`config.mk`:
```
export PLATFORM = sky130hd
export DESIGN_NAME = multicast_tx
export DESIGN_NICKNAME = d
export VERILOG_FILES = /design/src/rtl/multicast_pkg.sv /design/src/rtl/mc_sync_fifo.sv /design/src/rtl/multicast_tx.sv
export SDC_FILE = /design/constraint.sdc
export NUM_CORES = 1
export LEC_CHECK = 0
export BUFFER_PORTS_ARGS = -buffer_cell sky130_fd_sc_hd__clkbuf_2
export CAP_MARGIN = 20
export CORE_ASPECT_RATIO = 0.8
export CORE_MARGIN = 8
export CORE_UTILIZATION = 55
export CTS_BUF_LIST = sky130_fd_sc_hd__clkbuf_8
export CTS_CLUSTER_DIAMETER = 200
export DETAILED_ROUTE_END_ITERATION = 8
export PLACE_DENSITY = 0.7
export REMOVE_ABC_BUFFERS = 1
export SYNTH_ARGS = -nofsm -noshare
export SYNTH_HDL_FRONTEND = slang
export SYNTH_SLANG_ARGS = --single-unit
```
`constraint.sdc`:
```
create_clock -name clk -period 8.15 [get_ports clk]
set_input_delay 1.2225 -clock clk [delete_from_list [all_inputs] [get_ports clk]]
set_output_delay 1.2225 -clock clk [all_outputs]
set_load 0.01 [all_outputs]
```
`src/rtl/multicast_pkg.sv`:
```
// Shared definitions for the PE multicast bus (transmit and receive sides).
package multicast_pkg;

  localparam int MC_TAG_W  = 6;
  localparam int MC_DATA_W = 32;

  typedef enum logic {
    IDLE = 1'b0,
    SEND = 1'b1
  } tx_state_t;

  // Bus word as seen by the receivers; the tag sits above the value.
  typedef struct packed {
    logic [MC_TAG_W-1:0]  tag;
    logic [MC_DATA_W-1:0] value;
  } mc_word_t;

endpackage

```
`src/rtl/mc_sync_fifo.sv`:
```
// Single-clock FIFO with registered read data (valid the cycle after pop).
// The read register can be cleared on its own so it can double as a bus
// output register that reads zero when nothing is being presented.
module mc_sync_fifo #(
  parameter int DEPTH = 8,
  parameter int W     = 38,
  localparam int AW   = $clog2(DEPTH)
) (
  input  logic          clk,
  input  logic          rst,
  input  logic          clr,
  input  logic          push,
  input  logic [W-1:0]  wr_data,
  input  logic          pop,
  input  logic          rd_clr,
  output logic [W-1:0]  rd_data,
  output logic          full,
  output logic          empty,
  output logic [AW:0]   count
);

  localparam logic [AW:0] FULL_CNT = (AW+1)'(DEPTH);

  logic [W-1:0]  mem [DEPTH];
  logic [AW-1:0] wr_ptr;
  logic [AW-1:0] rd_ptr;
  logic          wr_en;
  logic          rd_en;

  assign full  = (count == FULL_CNT);
  assign empty = (count == '0);

  // A push into a full FIFO still lands when the head leaves at the same edge.
  assign wr_en = push && (!full || pop);
  assign rd_en = pop && !empty;

  // Storage array; no reset needed since count gates every read.
  always_ff @(posedge clk) begin
    if (wr_en) mem[wr_ptr] <= wr_data;
  end

  // Pointers and occupancy; pointers wrap naturally at power-of-two depth.
  always_ff @(posedge clk or posedge rst) begin
    if (rst) begin
      wr_ptr <= '0;
      rd_ptr <= '0;
      count  <= '0;
    end else if (clr) begin
      wr_ptr <= '0;
      rd_ptr <= '0;
      count  <= '0;
    end else begin
      if (wr_en) wr_ptr <= wr_ptr + 1'b1;
      if (rd_en) rd_ptr <= rd_ptr + 1'b1;
      case ({wr_en, rd_en})
        2'b10:   count <= count + 1'b1;
        2'b01:   count <= count - 1'b1;
        default: count <= count;
      endcase
    end
  end

  // Registered head word.
  always_ff @(posedge clk or posedge rst) begin
    if (rst) begin
      rd_data <= '0;
    end else if (clr || rd_clr) begin
      rd_data <= '0;
    end else if (rd_en) begin
      rd_data <= mem[rd_ptr];
    end
  end

endmodule

```
`src/rtl/multicast_tx.sv`:
```
// Transmit end of the PE multicast bus: buffers {tag, value} words and
// drives them onto the bus with an Enable/Ready handshake.
// Optional statistics counters: define MULTICAST_TX_STATS_EN.
//
//   state | meaning
//   IDLE  | nothing presented; Enable, tag and value read 0
//   SEND  | word presented; held until Ready_from_Bus accepts it
module multicast_tx
  import multicast_pkg::*;
#(
  parameter int DEPTH  = 8,
  parameter int TAG_W  = MC_TAG_W,
  parameter int DATA_W = MC_DATA_W
) (
  input  logic              clk,
  input  logic              rst,
  input  logic              push_from_Host,
  input  logic [TAG_W-1:0]  Tag_from_Host,
  input  logic [DATA_W-1:0] value_from_Host,
  input  logic              flush_from_Host,
  output logic              full_to_Host,
  output logic              overflow_to_Host,
  output logic              busy_to_Host,
`ifdef MULTICAST_TX_STATS_EN
  output logic [31:0]       sent_cnt_to_Host,
  output logic [31:0]       stall_cnt_to_Host,
`endif
  input  logic              Ready_from_Bus,
  output logic              Enable_to_Bus,
  output logic [TAG_W-1:0]  Tag_to_Bus,
  output logic [DATA_W-1:0] value_to_Bus
);

  localparam int W  = TAG_W + DATA_W;
  localparam int AW = $clog2(DEPTH);

  tx_state_t      state;
  tx_state_t      state_nxt;
  logic           fire;
  logic           fifo_pop;
  logic           fifo_rd_clr;
  logic           fifo_empty;
  logic           fifo_full;
  logic [AW:0]    fifo_count;
  logic [W-1:0]   out_word;

  // The FIFO's registered read port is the output word register: popping
  // the head loads it at the same edge the FSM enters or stays in SEND.
  mc_sync_fifo #(
    .DEPTH (DEPTH),
    .W     (W)
  ) u_fifo (
    .clk     (clk),
    .rst     (rst),
    .clr     (flush_from_Host),
    .push    (push_from_Host && !flush_from_Host),
    .wr_data ({Tag_from_Host, value_from_Host}),
    .pop     (fifo_pop),
    .rd_clr  (fifo_rd_clr),
    .rd_data (out_word),
    .full    (fifo_full),
    .empty   (fifo_empty),
    .count   (fifo_count)
  );

  assign Enable_to_Bus = (state == SEND);
  assign Tag_to_Bus    = out_word[DATA_W +: TAG_W];
  assign value_to_Bus  = out_word[DATA_W-1:0];
  assign fire          = Enable_to_Bus && Ready_from_Bus;
  assign full_to_Host  = fifo_full;
  assign busy_to_Host  = !fifo_empty || (state == SEND);

  // FSM state register.
  always_ff @(posedge clk or posedge rst) begin
    if (rst) state <= IDLE;
    else     state <= state_nxt;
  end

  // Next state and FIFO pop; flush overrides any pop or fire.
  always_comb begin
    state_nxt   = state;
    fifo_pop    = 1'b0;
    fifo_rd_clr = 1'b0;
    if (flush_from_Host) begin
      state_nxt = IDLE;
    end else begin
      case (state)
        IDLE: begin
          if (!fifo_empty) begin
            fifo_pop  = 1'b1;
            state_nxt = SEND;
          end
        end
        SEND: begin
          if (fire) begin
            if (!fifo_empty) begin
              fifo_pop = 1'b1;
            end else begin
              fifo_rd_clr = 1'b1;
              state_nxt   = IDLE;
            end
          end
        end
        default: state_nxt = IDLE;
      endcase
    end
  end

  // Sticky overflow: a push that found the FIFO full with no pop to make room.
  always_ff @(posedge clk or posedge rst) begin
    if (rst) begin
      overflow_to_Host <= 1'b0;
    end else if (flush_from_Host) begin
      overflow_to_Host <= 1'b0;
    end else if (push_from_Host && fifo_full && !fifo_pop) begin
      overflow_to_Host <= 1'b1;
    end
  end

`ifdef MULTICAST_TX_STATS_EN
  // Saturating delivered-word and stalled-cycle counters.
  always_ff @(posedge clk or posedge rst) begin
    if (rst) begin
      sent_cnt_to_Host  <= '0;
      stall_cnt_to_Host <= '0;
    end else if (flush_from_Host) begin
      sent_cnt_to_Host  <= '0;
      stall_cnt_to_Host <= '0;
    end else begin
      if (fire && (sent_cnt_to_Host != '1))
        sent_cnt_to_Host <= sent_cnt_to_Host + 1'b1;
      if (Enable_to_Bus && !Ready_from_Bus && (stall_cnt_to_Host != '1))
        stall_cnt_to_Host <= stall_cnt_to_Host + 1'b1;
    end
  end
`endif

endmodule

```
==> results.md <==
* Vias/cell at 5.71
* Reg area at 10400 um2
* Gate Count Post-Synth at 645
* Pwr Density at 293 nW/um2
* CP endpoint kind: output pin
* WP data arrival at between 1.5 and 2 ns
* Finished Core Util at 0.636
* Final hold viol count at 0
* Vias in the first global route at 6702
* Area Growth Syn to Fin at 14.6%
* Longest Clk Path Bufs at 3
* CTS tree: yes
* H-tree depth at 2
* Hold Buf Count CTS at 0
* Worst-Margin Slew at 0.835 ns
* Global route total overflow at 0
* Critical Path RT at 6.93 ns
* ANT nets after route at 0
* CP max stage delay at 0.62 ns
* Final setup fails at 0
* Port Buf Inserts at 84
* Top cell type's share of synthesized area at 0.680
* Die Span Y at roughly 160 um
* Pleak at ~5.2 nW
* Initial Utilization at 0.555
* Post-CTS sizing at 0
* Sink Count at 354
* Share of layout cells above drive strength 1 at 0.331
* DIE WIDTH at 191 um
* Yosys top cell by area: edfxtp_1
* Synth area leaders: edfxtp_1, mux4_2, dfrtp_1
* Critical-path maximum fanout at 7
* Slew Limit Fails at 0
* First-pass GRT wire length at 39.8 mm
* I/O pins at 85
* Largest net degree at the start of global routing at a little under 80
* # DRC at 0
* Fillers at roughly 1600
* Drt wl/cell at 22.7 um
* Status: complete, no violations
* Fin crit period at 3.13 ns
* Clock root cell: clkbuf_8
* Clk_lat worst skew at 0.57 ns
* Initial antenna violation count at 0
* Ys flop type: edfxtp_1
* Register area share after synthesis at 0.773
* CP cell instances: or4b_1, inv_1, clkbuf_2
* Die area at 29700 um2
* Setup_tns at 0 ns
* Worst vdd ir at 0.000156 V
* Fin crit share at 0.383
* Via count at approximately 6400
* Post-Syn Area at 13400 um2
* GP Congestion at between 0.7 and 0.8
* Rows at between 50 and 60
* Post-Syn Area per Cell at 20.8 um2
* Worst hold path class: reg2reg
* Post-CTS Setup Inserts at 0
* Worst-path clk slew at 0.07 ns
* Fraction of registers with async set/reset at 0.141
* Fmax at 320 MHz
* Post-DP HPWL at roughly 15 mm
* Crit start category: flip-flop
* Unique masters post-synth at 31
* Max cap viols at 0
* Number of flops mapped to enable cells by yosys at 304
* FF+latch count, synth at between 300 and 400
* Slowest stage cell, crit path: or4b_1
* Final WL at 25.6 mm
* Area of the multi-input gates at 2940 um2
* Final-stage net count at roughly 810
* Detailed Routing Iterations Pass 1 at 4
* Kind of critical path: reg2out
* Ys Warns at 0
* TritonCTS buffer count at 53
* Ant diodes at 0
* Total GRT Usage at 0.176
* Final Skew at about 0.022 ns
* 1st-iter DRT viols at 398
* Core ar. at 24200 um2
* RSZ-0062 raised after global routing: false
* Relative slew slack at 0.443
==> worst paths after layout <==
kind / cells after the start / slack (ns) / end / from
max: 3 / 5.03 / full_to_Host / u_fifo.count[1]
min: 2 / 0.48 / u_fifo.rd_data[6] / u_fifo.rd_data[6]
max reg2reg: 8 / 5.22 / u_fifo.count[3] / u_fifo.count[0]
min reg2reg: 2 / 0.48 / u_fifo.rd_data[6] / u_fifo.rd_data[6]
max in group asynchronous: 3 / 6.72 / u_fifo.rd_ptr[1] / rst
min in group asynchronous: 3 / 0.84 / u_fifo.rd_data[5] / rst
==> final cells by class <==
type | instances | area share
Timing Repair Buffer | 99 | 0.0411
Multi-Input combinational cell | 254 | 0.191
Inverter | 4 | 0.000976
Tap cell | 318 | 0.0259
Sequential cell | 354 | 0.675
Clock buffer | 58 | 0.0519
Clock inverter | 41 | 0.0139
==> report_power, final <==
part | internal [W] | switching [W] | leakage [nW] | total [W]
registers | 0.00210 | 0.000126 | 3.42 | 0.00223
logic | 0.000441 | 0.000492 | 1.24 | 0.000933
clock network | 0.000692 | 0.000655 | 0.560 | 0.00135
==> through the flow <==
stage | total power, W | std cells | cell area, um2 | setup slack, ns | hold WS, ns
after floorplan | 0.00289 | 612 | 13300 | 3.20 | 0.516
after global placement | 0.00318 | 1022 | 14200 | 4.17 | 0.466
after detailed placement | 0.00321 | 1027 | 14300 | 4.05 | 0.474
after CTS | 0.00456 | 1126 | 15300 | 4.63 | 0.489
after global routing | 0.00473 | 1128 | 15400 | 4.93 | 0.505
final | 0.00451 | 1128 | 15400 | 5.03 | 0.482
==> worst max-delay path: cells and delay by family, from the launching register on <==
| family | cells | cell delay, ns |
|---|---|---|
| simple gates | 1 | 0.62 |
| buf+inv | 2 | 0.25 |
| flops | 1 | 0.48 |
==> placed cells by master (no fill, tap or decap), types with 3 or more instances in the layout <==
cell	count
a31oi_1	3
buf_16	4
buf_4	8
clkbuf_2	84
clkbuf_8	58
clkinv_1	16
clkinv_2	11
dfrtp_1	47
edfxtp_1	304
ha_1	4
inv_1	13
mux2i_1	42
mux4_2	76
nand2_1	42
nand2b_1	4
nor2_1	15
nor2_4	6
o21ai_0	38
xnor2_1	4
xor2_1	3
==> state kept, by name, indices dropped and copies added (netlist names) <==
signal / flops
u_fifo.rd_ptr: 3
u_fifo.count: 4
u_fifo.wr_ptr: 3
u_fifo.mem: 304
u_fifo.rd_data: 38
Enable_to_Bus: 1
overflow_to_Host: 1
==> synthesized netlist by cell type, types with 3 or more instances <==
cell,instances
edfxtp_1,304
mux4_2,76
dfrtp_1,50
mux2i_1,42
nand2_1,42
o21ai_0,38
nor2_1,21
buf_2,15
clkbuf_1,11
buf_1,5
ha_1,4
inv_1,4
nand2b_1,4
xnor2_1,4
a31oi_1,3
xor2_1,3
==> kinds of logic (layout without fill, tap and decap cells) <==
kind of cell	after synthesis	after routing	synth area share
and+or+nand+nor	76	76	0.0253
xor gates and xnor gates	7	7	0.00457
DFF	354	354	0.773
AOI/OAI and AO/OA	47	47	0.0188
adders and majority gates	4	4	0.00373
buffers and inverters	37	202	0.0126
muxes	120	120	0.162
==> layer usage <==
| metal | track usage | wire length (um) |
|---|---|---|
| met3 | 0.0445 | 1780 |
| met5 | 0 | 0 |
| met4 | 0.0483 | 371 |
| met2 | 0.263 | 11600 |
| met1 | 0.256 | 11800 |
Note: power is estimated with default switching activity, not from simulation.
